File: config.mk
export PLATFORM = sky130hd
export DESIGN_NAME = id_hazard_ctrl
export DESIGN_NICKNAME = d
export VERILOG_FILES = /design/src/rtl/id_hazard_ctrl.sv
export SDC_FILE = /design/constraint.sdc
export NUM_CORES = 1
export LEC_CHECK = 0
export ABC_AREA = 1
export BUFFER_PORTS_ARGS = -buffer_cell sky130_fd_sc_hd__buf_2
export CAP_MARGIN = 10
export CORE_ASPECT_RATIO = 0.7
export CORE_MARGIN = 10
export CORE_UTILIZATION = 41
export DETAILED_ROUTE_END_ITERATION = 8
export PLACE_DENSITY = 0.75
export SYNTH_ARGS = -nofsm -noshare
export SYNTH_HDL_FRONTEND = slang
export SYNTH_SLANG_ARGS = --single-unit
File: constraint.sdc
create_clock -name clk_i -period 1.6 [get_ports clk_i]
set_clock_uncertainty 0.15 [all_clocks]
set_input_delay 0.16 -clock clk_i [delete_from_list [all_inputs] [get_ports clk_i]]
set_output_delay 0.16 -clock clk_i [all_outputs]
set_load 0.005 [all_outputs]
File: src/rtl/id_hazard_ctrl.sv
// id_hazard_ctrl: ID-stage hazard and stall controller for a 5-stage pipeline.
// Latency: stall/flush decode is combinational in the same cycle. The BR2 and MWAIT
//          sequencing, the wait counter and the timeout flag are registered.
// Backpressure: mem_busy_i holds the whole pipe (pipe_hold_o) and overrides all other stalls.
//
// Ports:
//   clk_i, rst_i        : single clock; synchronous active-high reset
//   id_*_i              : source fields and branch info of the instruction in ID
//   ex_*_i, mem_*_i     : destination/type of the instructions in EX and MEM
//   mem_busy_i          : data memory has not finished the access in MEM
//   pc_write_o, ifid_write_o, idex_bubble_o, ifid_flush_o, pipe_hold_o : pipeline control
//   timeout_o           : sticky flag, set after MAX_WAIT consecutive busy cycles
//   stall_cycles_o      : count of cycles with pc_write_o=0
//                         (active only when ID_HAZARD_PERF_CNT_EN is defined, else 0)
module id_hazard_ctrl #(
    parameter int unsigned MAX_WAIT = 15
) (
    input  logic        clk_i,
    input  logic        rst_i,
    input  logic [4:0]  id_rs_i,
    input  logic [4:0]  id_rt_i,
    input  logic        id_uses_rt_i,
    input  logic        id_branch_i,
    input  logic        id_br_taken_i,
    input  logic        ex_regwrite_i,
    input  logic        ex_memread_i,
    input  logic [4:0]  ex_rd_i,
    input  logic        mem_memread_i,
    input  logic [4:0]  mem_rd_i,
    input  logic        mem_busy_i,
    output logic        pc_write_o,
    output logic        ifid_write_o,
    output logic        idex_bubble_o,
    output logic        ifid_flush_o,
    output logic        pipe_hold_o,
    output logic        timeout_o,
    output logic [15:0] stall_cycles_o
);

    typedef enum logic [1:0] {
        S_RUN   = 2'b00,
        S_BR2   = 2'b01,
        S_MWAIT = 2'b10
    } state_e;

    localparam logic [7:0] MAX_WAIT_C = 8'(MAX_WAIT);

    state_e     state_q, state_d;
    logic       resume_br2_q, resume_br2_d;   // MWAIT must return to BR2, not RUN
    logic [7:0] wait_cnt_q;
    logic [7:0] wait_inc;
    logic       timeout_q;

    // A source matches only if it is nonzero and actually read.
    logic rs_ex_m, rt_ex_m, rs_mem_m, rt_mem_m, ex_match, mem_match;
    logic load_use, br_alu, br_load_ex, br_load_mem, hazard, in_br2;

    always_comb begin
        rs_ex_m     = (id_rs_i != 5'd0) && (id_rs_i == ex_rd_i);
        rt_ex_m     = id_uses_rt_i && (id_rt_i != 5'd0) && (id_rt_i == ex_rd_i);
        rs_mem_m    = (id_rs_i != 5'd0) && (id_rs_i == mem_rd_i);
        rt_mem_m    = id_uses_rt_i && (id_rt_i != 5'd0) && (id_rt_i == mem_rd_i);
        ex_match    = rs_ex_m || rt_ex_m;
        mem_match   = rs_mem_m || rt_mem_m;
        load_use    = ex_memread_i && ex_match;
        br_alu      = id_branch_i && ex_regwrite_i && !ex_memread_i && ex_match;
        br_load_ex  = id_branch_i && ex_memread_i && ex_match;
        br_load_mem = id_branch_i && mem_memread_i && mem_match;
        hazard      = load_use || br_alu || br_load_ex || br_load_mem;
        // A wait that interrupted BR2 still owes the second branch stall once memory is ready.
        in_br2      = (state_q == S_BR2) || ((state_q == S_MWAIT) && resume_br2_q);
    end

    // Output decode and next state. Any encoding other than BR2/MWAIT behaves as RUN.
    always_comb begin
        pc_write_o    = 1'b1;
        ifid_write_o  = 1'b1;
        idex_bubble_o = 1'b0;
        ifid_flush_o  = 1'b0;
        pipe_hold_o   = 1'b0;
        state_d       = S_RUN;
        resume_br2_d  = 1'b0;
        if (rst_i) begin
            pc_write_o    = 1'b0;
            ifid_write_o  = 1'b0;
            idex_bubble_o = 1'b1;
        end else if (mem_busy_i) begin
            pc_write_o    = 1'b0;
            ifid_write_o  = 1'b0;
            pipe_hold_o   = 1'b1;
            state_d       = S_MWAIT;
            resume_br2_d  = in_br2;
        end else if (in_br2) begin
            pc_write_o    = 1'b0;
            ifid_write_o  = 1'b0;
            idex_bubble_o = 1'b1;
        end else if (hazard) begin
            pc_write_o    = 1'b0;
            ifid_write_o  = 1'b0;
            idex_bubble_o = 1'b1;
            // A branch on a load still in EX needs a second stall cycle.
            state_d       = br_load_ex ? S_BR2 : S_RUN;
        end else if (id_branch_i && id_br_taken_i) begin
            ifid_flush_o  = 1'b1;
        end
    end

    // Saturating increment of the consecutive-busy counter.
    assign wait_inc = (wait_cnt_q == 8'hFF) ? 8'hFF : (wait_cnt_q + 8'd1);

    always_ff @(posedge clk_i) begin
        if (rst_i) begin
            state_q      <= S_RUN;
            resume_br2_q <= 1'b0;
            wait_cnt_q   <= 8'd0;
            timeout_q    <= 1'b0;
        end else begin
            state_q      <= state_d;
            resume_br2_q <= resume_br2_d;
            wait_cnt_q   <= mem_busy_i ? wait_inc : 8'd0;
            if (mem_busy_i && (wait_inc >= MAX_WAIT_C)) begin
                timeout_q <= 1'b1;
            end
        end
    end

    assign timeout_o = timeout_q;

`ifdef ID_HAZARD_PERF_CNT_EN
    logic [15:0] stall_cnt_q;

    always_ff @(posedge clk_i) begin
        if (rst_i) begin
            stall_cnt_q <= 16'd0;
        end else if (!pc_write_o) begin
            stall_cnt_q <= stall_cnt_q + 16'd1;   // wraps 0xFFFF -> 0
        end
    end

    assign stall_cycles_o = stall_cnt_q;
`else
    assign stall_cycles_o = 16'd0;
`endif

endmodule

# Yosys cells after proc, flatten, opt, wreduce, memory -nomap -nowiden
# Cells that the tools add are included.
dict set report totals {
  regBits 12
  inputBits 29
  out_inout_bits 22
  word_cells 63
}
dict set report op_classes {
  add_sub_neg 1
  n_lt_le_gt_ge 1
  n_eq_ne 7
  mux 20
  bitwise 2
  reduce_logical 27
}
# op count
set ops {}
lappend ops {{equality test 5 bit} 4}
lappend ops {{two-way mux 1 bit} 18}
lappend ops {{logical AND 1 bit} 16}
lappend ops {{nonzero test 5 bit} 2}
lappend ops {{adder 8 x 1 -> 8 bit, second input constant} 1}
lappend ops {{equality test 8 bit, second input constant} 1}
lappend ops {{greater-or-equal comparator 8 x 4 -> 1 bit, second input constant} 1}
lappend ops {{two-way mux 8 bit} 1}
lappend ops {{logical OR 1 bit} 6}
lappend ops {{OR reduction 4 bit} 1}
lappend ops {{equality test 2 x 1 -> 1 bit, second input constant} 1}
lappend ops {{equality test 2 bit, second input constant} 1}
lappend ops {{two-way mux 2 bit} 1}
lappend ops {{NOT 1 bit} 2}
lappend ops {{OR reduction 2 bit} 1}
lappend ops {{zero test 1 bit} 1}

# Longest topological paths before layout
dict set report logic_depth {
  word_depth 12
  ltp_mapped 11
  depth_no_buf 11
}

# Worst setup path before layout
# No wires, ideal clock.
dict set report synth_timing {
  kind {register to register}
  startpoint {register wait_cnt_q[0]}
  endpoint {register timeout_q (netlist: timeout_o)}
  setup_ps 112
  arrival_ps 1198
  t_required_ps 1338
  path_slack_ps 140
  stages_incl_launch_ff 10
  n_path_buf 0
  period_less_slack_ps 1460
  path_cell_list {dfxtp_1 > ha_1 > nand3_2 > inv_1 > o211ai_1 > nand2_1 > nor2_2 > nand3_1 > nand2_1 > nand2_1}
}
dict set report synth_via {
  elab_chain_cells 4
  word_cells_on_any_way 5
  cone_classes {add/sub (1); order compare (1); eq/ne (1); mux (1); reduce/logical (1)}
}
# item line_no
set synth_rtl {}
lappend synth_rtl {{from (decl)} 50} ;# logic [7:0] wait_cnt_q;
lappend synth_rtl {{from (signal assigned)} 120} ;# wait_cnt_q <= mem_busy_i ? wait_inc : 8'd0;
lappend synth_rtl {{adder 8 x 1 -> 8 bit / equality test 8 bit (equally long branches)} 109} ;# assign wait_inc = (wait_cnt_q == 8'hFF) ? 8'hFF : (wait_cnt_q + 8'd1);
lappend synth_rtl {{two-way mux 8 bit *} 109}
lappend synth_rtl {{greater-or-equal comparator 8 x 4 -> 1 bit *} 121} ;# if (mem_busy_i && (wait_inc >= MAX_WAIT_C)) begin
lappend synth_rtl {{logical AND 1 bit *} 121}
lappend synth_rtl {{to (signal assigned)} 116} ;# timeout_q <= 1'b0;
lappend synth_rtl {{to (signal assigned)} 122} ;# timeout_q <= 1'b1;
lappend synth_rtl {{to (decl)} 52} ;# logic timeout_q;
# Mark *: on every way between the ends. The rest lies on a longest branch, timed or not.
# A chain may end at the register's enable or synchronous reset.

# Worst setup path after layout
dict set report layout_timing {
  startpoint {register state_q[0]}
  endpoint {output ifid_flush_o}
}
dict set report layout_via {
  elab_chain_cells 6
  word_cells_on_any_way 7
  cone_classes {eq/ne (2); mux (3); reduce/logical (2)}
}
# item line_no
set layout_rtl {}
lappend layout_rtl {{from (decl)} 48} ;# state_e state_q, state_d;
lappend layout_rtl {{from (signal assigned)} 118} ;# state_q <= state_d;
lappend layout_rtl {{equality test 2 bit} 71} ;# in_br2 = (state_q == S_BR2) || ((state_q == S_MWAIT) && resume_br2_q);
lappend layout_rtl {{logical AND 1 bit} 71}
lappend layout_rtl {{logical OR 1 bit *} 71}
lappend layout_rtl {{two-way mux 1 bit *} 93} ;# end else if (in_br2) begin
lappend layout_rtl {{two-way mux 1 bit *} 87} ;# end else if (mem_busy_i) begin
lappend layout_rtl {{two-way mux 1 bit *} 83} ;# if (rst_i) begin
lappend layout_rtl {{to (decl)} 34} ;# output logic ifid_flush_o,
# Marked as above.

==> run summary <==
================================================================================
Run status                                                          finished, final reports clean
Design Area, Final                                                      1320 µm²
Peak supply drop                                                      0.000454 V
Clock root cell                                                     sky130_fd_sc_hd__clkbuf_8
Via density per instance                                                    4.21
Crit path cell chain                                                inv_2, o21ai_2, inv_2, nor3_4, nand3_2, nor2_1, buf_2
Overall routed net length                                                2490 µm
HPWL after detailed placement                                            2110 µm
Port buffer count                                                             34
Place WS                                                               0.0383 ns
Total design power                                                    0.000755 W
Number of cells after detailed placement                                     225
Clock-pin transition on the worst setup and hold timing paths            0.05 ns
Max Root-Sink Buffers                                                          2
Area leader, netlist                                                sky130_fd_sc_hd__dfxtp_1
CP Launch Type                                                         flip-flop
Synthesized area per cell                                               6.76 µm²
Static leakage                                                          0.673 nW
First-pass GRT wire length                                               3970 µm
Final count of hold timing violations                                          0
Final sum of negative setup slack                                           0 ns
Final Net Count                                                              227
Placed Instance Area                                                    1220 µm²
Critical Path AT                                                         1.24 ns
Total via count after detailed routing                                       964
R2r startpoint                                                      wait_cnt_q[0]$_SDFF_PN0_
Worst Setup SP                                                      state_q[0]$_SDFF_PP0_
Synthesis warning total                                                        0
Slowest CP cell                                                     sky130_fd_sc_hd__dfxtp_2
Std cell rows                                                                 15
Initial antenna violation count                                                0
Max Fclk                                                                 645 MHz
Share of synthesized area occupied by flip-flops and latches               22.4%
Maximum net fanout on the critical path                                        2
Min Tclk post-route                                                      1.55 ns
Summed instance area of the synthesized netlist                         1070 µm²
Power density normalized to cell area                                 570 nW/µm²
Proportion of layout cells with a drive suffix above 1                     31.8%
Overall die area                                                        5100 µm²
Horizontal extent of the die                                             81.2 µm
Kind of end point of the critical path                               output port
Synth top area share                                                       22.4%
Number of pins exceeding their max-slew limit in the final report              0
Number of diodes added for antenna fixing                                      0
Total of fill cells in the finished design                                   249
Prevailing post-synth register cell                                 sky130_fd_sc_hd__dfxtp_1
Critical Path Most Common Cell                                      sky130_fd_sc_hd__inv_2
Crit-path leading delay family                                        flip-flops
Classification of the worst setup path                              flip-flop to output port
Yosys reg bits                                                                12
Remaining DRCs                                                                 0
Clock latency on the worst-skew pair                                     0.24 ns
Initial Util                                                               43.4%
CTS H-tree lvls                                                                1
Async SR Flop Fraction                                                        0%
Maximum number of pins on one net before global-route repair                  10
Die span in y                                                            62.8 µm
Global-route congestion overflow total                                         0
Synthesis-to-layout area growth                                            23.2%
IO Count                                                                      51
Fin worst setup slack                                                  0.0490 ns
Unrepaired setup endpoints after global routing                             true
1st-pass router iterations                                                     4
Count of buffer and inverter cells on the critical path                        3
Count of antenna-violating nets left after detailed routing                    0
CTS tree                                                                   built
Starting DRC count in detailed routing                                        66
CP max stage delay                                                       0.32 ns
Number of global-route vias before repair                                    926
Number of cells produced by synthesis                                        159
Top-count cell post-synth                                           sky130_fd_sc_hd__nand2_1
Distinct cells, synth                                                         24
Leading cell types by total area after synthesis                    sky130_fd_sc_hd__dfxtp_1 (22%), sky130_fd_sc_hd__buf_4 (12%), sky130_fd_sc_hd__nand2_1 (11%), sky130_fd_sc_hd__xnor2_1 (9.8%), sky130_fd_sc_hd__xor2_1 (8.1%)
Clock Sinks                                                                   12
Most frequent cells after synthesis                                 sky130_fd_sc_hd__nand2_1 (32), sky130_fd_sc_hd__inv_1 (18), sky130_fd_sc_hd__nor2_1 (18)
Overall Global Routing Usage                                               9.42%
Number of standard cells in the final layout excluding fillers               229
Number of buffers created by CTS                                               3
Post-synth EDFFs                                                               0
Final worst path period share                                              96.9%
Setup-violating endpoint count in the final report                             0
Type of the most critical hold path                                 input port to flip-flop
Reported max-cap violation count                                               0
Average detailed-routed wire length per instance                         10.9 µm
Area of the core                                                        2480 µm²
Required time of the worst setup path                                    1.29 ns
Final RePlAce weighted congestion                                          0.818
Min-delay src                                                              rst_i
================================================================================
==> report_power, final <==
group          total [W]  switching (W)  internal (W)
combinational   0.000175      0.0000925     0.0000830
sequential      0.000308     0.00000428      0.000304
clock           0.000271       0.000106      0.000165
==> final cells by class <==
class / instances / area, µm² / share of cell area [%]
flip-flops and latches: 12 / 244 / 18.4
multi-input cells: 123 / 723 / 54.6
well taps: 34 / 42.5 / 3.21
clock buffers: 3 / 41.3 / 3.12
inverters: 22 / 82.6 / 6.24
repair buffers: 35 / 190 / 14.4
==> path summary, 6_finish.rpt <==
kind | to | slack, ns | cells after the start
max | ifid_flush_o | 0.05 | 7
min | state_q[1]$_SDFF_PP0_ | 0.03 | 2
max reg2reg | timeout_o$_SDFFE_PP0P_ | 0.13 | 9
min reg2reg | timeout_o$_SDFFE_PP0P_ | 0.33 | 2
==> cells by family after synthesis <==
family	synth area share, %
AO/OA/AOI/OAI	6.98
AND/OR/NAND/NOR	31.7
buffers and inverters	19.6
adder cells (fa/ha/maj)	1.16
other	0.349
XOR/XNOR	17.9
flip-flops	22.4
==> routing by layer <==
| metal | global-route usage [%] | vias up | wire [µm] | share of wire [%] |
|---|---|---|---|---|
| met5 | 0 | - | 0 | 0 |
| li1 | - | 529 | - | - |
| met4 | 2.59 | 0 | 27 | 1.1 |
| met2 | 12.4 | 33 | 1080 | 43 |
| met1 | 13.0 | 400 | 1200 | 48 |
| met3 | 4.45 | 2 | 189 | 7.6 |
==> cell usage in the layout, fill, tap and decap left out <==
cell and n:
sky130_fd_sc_hd__nand3b_1 3, sky130_fd_sc_hd__xor2_1 10, sky130_fd_sc_hd__inv_1 15, sky130_fd_sc_hd__conb_1 16
sky130_fd_sc_hd__nor2_2 4, sky130_fd_sc_hd__clkinv_1 1, sky130_fd_sc_hd__a21o_1 1, sky130_fd_sc_hd__buf_6 2
sky130_fd_sc_hd__nor2_4 2, sky130_fd_sc_hd__dfxtp_1 9, sky130_fd_sc_hd__nand3_4 2, sky130_fd_sc_hd__o21ai_0 1
sky130_fd_sc_hd__nor3_4 1, sky130_fd_sc_hd__nand3_1 5, sky130_fd_sc_hd__buf_2 32, sky130_fd_sc_hd__ha_4 1
sky130_fd_sc_hd__o21ai_1 3, sky130_fd_sc_hd__nand2_1 32, sky130_fd_sc_hd__a21oi_1 7, sky130_fd_sc_hd__xnor2_1 12
sky130_fd_sc_hd__nand3_2 3, sky130_fd_sc_hd__o211ai_1 1, sky130_fd_sc_hd__inv_2 6, sky130_fd_sc_hd__nand2_2 1
sky130_fd_sc_hd__o21ai_2 1, sky130_fd_sc_hd__dfxtp_2 3, sky130_fd_sc_hd__nor2_1 17, sky130_fd_sc_hd__clkbuf_8 3
sky130_fd_sc_hd__buf_4 1
==> sequential cells by signal (all words and copies together), names as in the netlist <==
name          cells
timeout_o         1
resume_br2_q      1
state_q           2
wait_cnt_q        8
==> per-stage QoR <==
stage          utilization (%)  hold slack, ns
3_5_place_dp              49.1           0.252
5_1_grt                   53.4          0.0309
4_1_cts                   51.1          0.0146
2_1_floorplan                -          0.0824
3_3_place_gp              49.1           0.254
6_report                  53.4          0.0312
==> what timing repair did <==
item                       CTS  global route
setup buffers                0             1
hold buffers                 0             0
setup endpoints to repair    3             6
pin swaps                    0             5
resized for setup            2            15
(Power assumes the default switching activity.)
